--- src/rtl/tile_board_sampler.sv ---
// Tile board sampler: watches a raster RGB pixel stream, samples the centre
// pixel of each cell of a 4x4 tile grid, decodes each colour back to its
// 4-bit tile code and publishes the 64-bit board at end of frame.
//
// Ports:
//   clk, rst_n   system clock, asynchronous active-low reset
//   pix_valid    pixel present this cycle (no backpressure)
//   pix_sof      first pixel of frame, qualified by pix_valid
//   pix_data     24-bit RGB pixel, R in [23:16]
//   board_out    cell (r,c) code at [4*(4r+c) +: 4]; held between frames
//   frame_done   1-cycle pulse when board_out has just been updated
//   frame_err    valid with frame_done: unknown colour or unsampled cell
//   frame_abort  1-cycle pulse when a frame restarts before completion
//   busy         high while capturing or publishing
module tile_board_sampler #(
  parameter int unsigned H_ACTIVE = 640,
  parameter int unsigned V_ACTIVE = 480,
  parameter int unsigned GRID_X0  = 120,
  parameter int unsigned GRID_Y0  = 40,
  parameter int unsigned CELL     = 100
) (
  input  logic        clk,
  input  logic        rst_n,
  input  logic        pix_valid,
  input  logic        pix_sof,
  input  logic [23:0] pix_data,
  output logic [63:0] board_out,
  output logic        frame_done,
  output logic        frame_err,
  output logic        frame_abort,
  output logic        busy
);

  typedef enum logic [1:0] {StIdle, StCapture, StPublish} state_e;

  state_e      state_q, state_d;
  logic [9:0]  x_q, x_d, y_q, y_d;
  logic        sof_acc, accept, last_px;
  logic [9:0]  px_x, px_y;
  logic        col_hit, row_hit;
  logic [1:0]  col_idx, row_idx;

  // Decode stage
  logic        dec_valid_q;
  logic [3:0]  dec_idx_q;
  logic [3:0]  dec_code_q;
  logic        dec_bad_q;

  // Shadow board, per-cell written mask and sticky error
  logic [63:0] shadow_q, shadow_wr;
  logic [15:0] seen_q, seen_wr;
  logic        err_q, err_wr;

  logic [63:0] board_q;
  logic        done_q, ferr_q, abort_q, busy_q;

  function automatic logic [4:0] decode_rgb(input logic [23:0] rgb);
    logic [4:0] r;
    unique case (rgb)
      24'hC0C0C0: r = 5'h00;
      24'hFF99CC: r = 5'h01;
      24'hCC99FF: r = 5'h02;
      24'h9999FF: r = 5'h03;
      24'h99CCFF: r = 5'h04;
      24'h99FFFF: r = 5'h05;
      24'h99FFCC: r = 5'h06;
      24'h99FF99: r = 5'h07;
      24'hCCFF99: r = 5'h08;
      24'hFFFF99: r = 5'h09;
      24'hFFCCFF: r = 5'h0A;
      24'hFF9999: r = 5'h0B;
      24'hE0E0E0: r = 5'h0C;
      default:    r = 5'h1F;  // {bad, 4'hF}
    endcase
    return r;
  endfunction

  // The sof pixel is (0,0) regardless of where the counters stand.
  always_comb begin
    sof_acc = pix_valid & pix_sof;
    accept  = pix_valid & (pix_sof | (state_q == StCapture));
    px_x    = pix_sof ? 10'd0 : x_q;
    px_y    = pix_sof ? 10'd0 : y_q;
    last_px = (px_x == 10'(H_ACTIVE - 1)) && (px_y == 10'(V_ACTIVE - 1));
  end

  always_comb begin
    col_hit = 1'b0;
    col_idx = 2'd0;
    row_hit = 1'b0;
    row_idx = 2'd0;
    for (int unsigned c = 0; c < 4; c++) begin
      if (32'(px_x) == GRID_X0 + c * CELL + CELL / 2) begin
        col_hit = 1'b1;
        col_idx = 2'(c);
      end
    end
    for (int unsigned r = 0; r < 4; r++) begin
      if (32'(px_y) == GRID_Y0 + r * CELL + CELL / 2) begin
        row_hit = 1'b1;
        row_idx = 2'(r);
      end
    end
  end

  always_comb begin
    state_d = state_q;
    x_d     = x_q;
    y_d     = y_q;
    if (accept) begin
      if (px_x == 10'(H_ACTIVE - 1)) begin
        x_d = 10'd0;
        y_d = px_y + 10'd1;
      end else begin
        x_d = px_x + 10'd1;
        y_d = px_y;
      end
      state_d = last_px ? StPublish : StCapture;
    end else if (state_q == StPublish) begin
      state_d = StIdle;
    end
  end

  // Shadow contents including the sample landing this cycle; publish reads
  // this so the final sample of the frame is never lost.
  always_comb begin
    shadow_wr = shadow_q;
    seen_wr   = seen_q;
    err_wr    = err_q;
    if (dec_valid_q) begin
      shadow_wr[{dec_idx_q, 2'b00} +: 4] = dec_code_q;
      seen_wr[dec_idx_q]                 = 1'b1;
      err_wr                             = err_q | dec_bad_q;
    end
  end

  always_ff @(posedge clk or negedge rst_n) begin
    if (!rst_n) begin
      state_q     <= StIdle;
      x_q         <= '0;
      y_q         <= '0;
      dec_valid_q <= 1'b0;
      dec_idx_q   <= '0;
      dec_code_q  <= '0;
      dec_bad_q   <= 1'b0;
      shadow_q    <= '1;
      seen_q      <= '0;
      err_q       <= 1'b0;
      board_q     <= '0;
      done_q      <= 1'b0;
      ferr_q      <= 1'b0;
      abort_q     <= 1'b0;
      busy_q      <= 1'b0;
    end else begin
      state_q     <= state_d;
      x_q         <= x_d;
      y_q         <= y_d;
      dec_valid_q <= accept & row_hit & col_hit;
      dec_idx_q   <= {row_idx, col_idx};
      {dec_bad_q, dec_code_q} <= decode_rgb(pix_data);
      // A new frame wins over any in-flight sample of the old one.
      if (sof_acc) begin
        shadow_q <= '1;
        seen_q   <= '0;
        err_q    <= 1'b0;
      end else begin
        shadow_q <= shadow_wr;
        seen_q   <= seen_wr;
        err_q    <= err_wr;
      end
      done_q  <= (state_q == StPublish);
      if (state_q == StPublish) begin
        board_q <= shadow_wr;
        ferr_q  <= err_wr | ~&seen_wr;
      end
      abort_q <= sof_acc & (state_q == StCapture);
      busy_q  <= (state_d != StIdle);
    end
  end

  assign board_out   = board_q;
  assign frame_done  = done_q;
  assign frame_err   = ferr_q;
  assign frame_abort = abort_q;
  assign busy        = busy_q;

endmodule
--- config.mk ---
export PLATFORM = sky130hd
export DESIGN_NAME = tile_board_sampler
export DESIGN_NICKNAME = d
export VERILOG_FILES = /design/src/rtl/tile_board_sampler.sv
export SDC_FILE = /design/constraint.sdc
export NUM_CORES = 1
export LEC_CHECK = 0
export ABC_CLOCK_PERIOD_IN_PS = 2300
export BUFFER_PORTS_ARGS = -buffer_cell sky130_fd_sc_hd__buf_4
export CAP_MARGIN = 10
export CORE_MARGIN = 5
export CORE_UTILIZATION = 45
export DETAILED_ROUTE_END_ITERATION = 6
export GPL_ROUTABILITY_DRIVEN = 0
export PLACE_DENSITY = 0.67
export SLEW_MARGIN = 10
export SYNTH_ARGS = -nofsm -noshare
export SYNTH_HDL_FRONTEND = slang
export SYNTH_SLANG_ARGS = --single-unit
--- constraint.sdc ---
create_clock -name clk -period 2.3 [get_ports clk]
set_input_delay 0.23 -clock clk [delete_from_list [all_inputs] [get_ports clk]]
set_output_delay 0.23 -clock clk [all_outputs]
set_load 0.01 [all_outputs]
==> key figures <==
Synthesis
  • Post-Synthesis Cell Area: 8380 µm²
  • Register area share after synthesis: 55.0%
  • Synth top area share: 34.9%
  • Synth cell count leaders: nand2_1 (163), dfrtp_1 (117), o21ai_0 (75)
  • Synth top area cells: dfrtp_1 (35%), dfstp_2 (20%), mux2i_1 (7.8%), nand2_1 (7.3%), o21ai_0 (4.5%)
  • #FFs+latches synth: 181
  • Syn_area_per_cell: 10.2 µm²
  • Ys Warns: 0
  • Count of cell types in the netlist: 68
  • Syn Inst Count: 825
  • Synth async-reset ratio: 100%
  • Primary FF master, synth: dfrtp_1
  • Top-count cell post-synth: nand2_1
  • Syn Nets: 864
  • Post-synth EDFFs: 0
  • Top cell type by total area after synthesis: dfrtp_1

Setup path
  • Critical path capture point type: flop
  • Setup crit start kind: flop
  • R2R depth: 7
  • Max incr delay on CP: 380 ps
  • Critical path data arrival time: 2470 ps
  • Worst-path maximum fanout: 11
  • Slowest cell on crit path: dfrtp_1
  • WP data required: 2590 ps
  • WS Path Type: reg2reg
  • CP Cell Sequence: inv_1, ha_1, nand2b_1, o21ai_1, nand4_1, mux2i_1, o21ai_0

CTS
  • Post-CTS setup buffer count: 0
  • CTS max path bufs: 2
  • Htree depth: 4
  • Root Buffer: clkbuf_16
  • TritonCTS clock tree: built
  • CTS Sinks: 181
  • Total CTS buffers: 17
  • Worst-skew pair later-pin latency: 420 ps
  • Clk slew on worst S/H paths: 70 ps

GRT
  • GRT overflow: 0
  • Initial antenna violation count: 0
  • First-pass GRT wire length: 32.2 mm
  • Vias in the first global route: 6104
  • Pin count of the biggest net entering global routing: 129
  • GRT Overall Usage: 18.5%

Min path
  • Hold path cells: 4
  • Hold/Removal Path Class: in2reg

Power and ir drop
  • Pwr per Cell Area: 618 nW/µm²
  • Pleak: 0.00472 µW
  • Combinational share of power: 3.6%
  • Clk pwr share: 44.8%
  • Sw Share: 22.5%
  • Sequential power share: 51.6%
  • Net Switching: 1400 µW
  • Maximum VDD drop: 0.000351 V
  • Internal power: 4810 µW

STA
  • Slew @ Worst Pin: 722 ps
  • Max-slew violations: 0
  • Final Hold Viols: 0
  • RSZ-0062 raised after global routing: false
  • Final setup vio count: 0
  • Setup_tns: 0 ps
  • Relative slew margins: 51.9%
  • Fin crit share: 94.9%
  • Tmin final: 2180 ps
  • Fin Clk Skew: 8.53 ps
  • Maximum achievable frequency: 458 MHz

Finish
  • Area growth, synth to finish: 19.8%
  • Final #Nets: 959
  • Final non-filler cell total: 1167
  • Share of layout cells above drive strength 1: 25.5%
  • Number of diodes: 0

Floorplanning
  • Chip width: 146 µm
  • Die area: 21500 µm²
  • Initial Utilization: 45.3%
  • IO Count: 96
  • Die Y-Extent: 146 µm
  • FP Rows: 50
  • Core ar.: 18500 µm²

Place
  • HPWL after DPL: 13.9 mm
  • Placed Cells: 1134
  • I/O Buffers: 95

Drt
  • DR vias: 6315
  • DR WL/cell: 16.9 µm
  • Vias per inst: 5.41
  • WL final: 19.8 mm
  • Initial drt markers: 429
  • Pre-Repair DR Iteration Count: 4
  • # DRC: 0
  • Antenna violation net count after detailed routing: 0

Outcome
  • Status: finished, final reports clean

Flow run
  • Maxcap violations: 0
-- final cells by class --
cell class,count,area (µm²)
clock buffer,20,447
clock inverter,12,120
fill,1644,8480
inverter,13,48.8
multi-input combinational,586,3560
sequential,181,4610
tap,234,293
timing repair buffer,121,965
-- power by group through the flow --
stage / Sequential [µW] / Combinational (µW) / Clock (µW)
after floorplan: 3260 / 73.2 / 0
after global placement: 3260 / 227 / 0
after detailed placement: 3260 / 229 / 0
after CTS: 3200 / 231 / 2850
after global routing: 3200 / 255 / 3000
final: 3210 / 225 / 2780
-- worst max-delay path: cells and delay by family, from the launching register on --
family                     cells  cell delay [ps]
AOI/OAI and AO/OA              2              340
adders and majority gates      1              370
buffers and inverters          1              120
DFF                            1              380
muxes                          1              350
and+or+nand+nor                2              490
-- flip-flops by register name (all words and copies together) (netlist names) --
register and flops:
board_out 64, busy 1, dec_bad_q 1, dec_code_q 4, dec_idx_q 4, dec_valid_q 1, err_q 1, frame_abort 1
frame_done 1, frame_err 1, seen_q 16, shadow_q 64, state_q 2, x_q 10, y_q 10
-- kinds of logic (layout without fill, tap and decap cells) --
group                    after synthesis  count (layout)  share of synthesized area [%]
XOR/XNOR                              10              10                           1.05
flip-flops                           181             181                           55.0
multiplexers                          65              65                           7.76
AO/OA/AOI/OAI                        149             149                           10.8
buffers and inverters                 58             166                           2.75
AND/OR/NAND/NOR                      351             351                           21.0
adder cells (fa/ha/maj)               11              11                           1.64
-- per-stage QoR --
stage          hold slack, ps  cell area [µm²]  total power (µW)  setup slack, ps  util [%]
2_1_floorplan           -65.6             8380              3330             84.2         -
3_3_place_gp              226             9460              3490              224      51.1
3_5_place_dp              224             9460              3490              136      51.1
4_1_cts                   104            10000              6280              111      54.2
5_1_grt                   146            10000              6460             20.9      54.2
6_report                  124            10000              6210              118      54.2
-- timing repair --
action,4_1_cts,5_1_grt
hold buffers,1,0
hold endpoints to repair,31,0
setup endpoints to repair,0,1
gates resized for setup,0,1
-- per-layer routing --
metal,vias to the layer above,part of all wire (%),GRT usage (%)
met2,155,46,28.2
li1,3091,-,-
met1,3044,48,26.4
met4,0,1.7,6.21
met3,25,4.5,3.94
met5,-,0,0
-- cell usage in the layout, fill, tap and decap left out, types with 8 or more instances in the layout --
master and count:
dfstp_2 64, nor4_1 8, a31oi_1 19, a21oi_1 14, ha_1 11, clkbuf_16 17
and2_1 10, and3_1 12, nand3_1 18, nand2_1 162, buf_4 115, nor2_1 48
xnor2_1 9, inv_1 13, o21ai_0 75, nor2b_1 17, nand4_1 15, dfrtp_1 117
mux2i_1 65, nor3_1 11
-- worst paths after layout --
check	start	to	slack, ps
setup / recovery	dec_idx_q[0]	board_out[54]	120
hold / removal	pix_valid	y_q[7]	120
setup reg to reg	dec_idx_q[0]	board_out[54]	120
hold reg to reg	board_out[39]	board_out[39]	480
max in group asynchronous	rst_n	shadow_q[34]	1260
min in group asynchronous	rst_n	board_out[5]	340
Power figures use the tool's default switching activity.
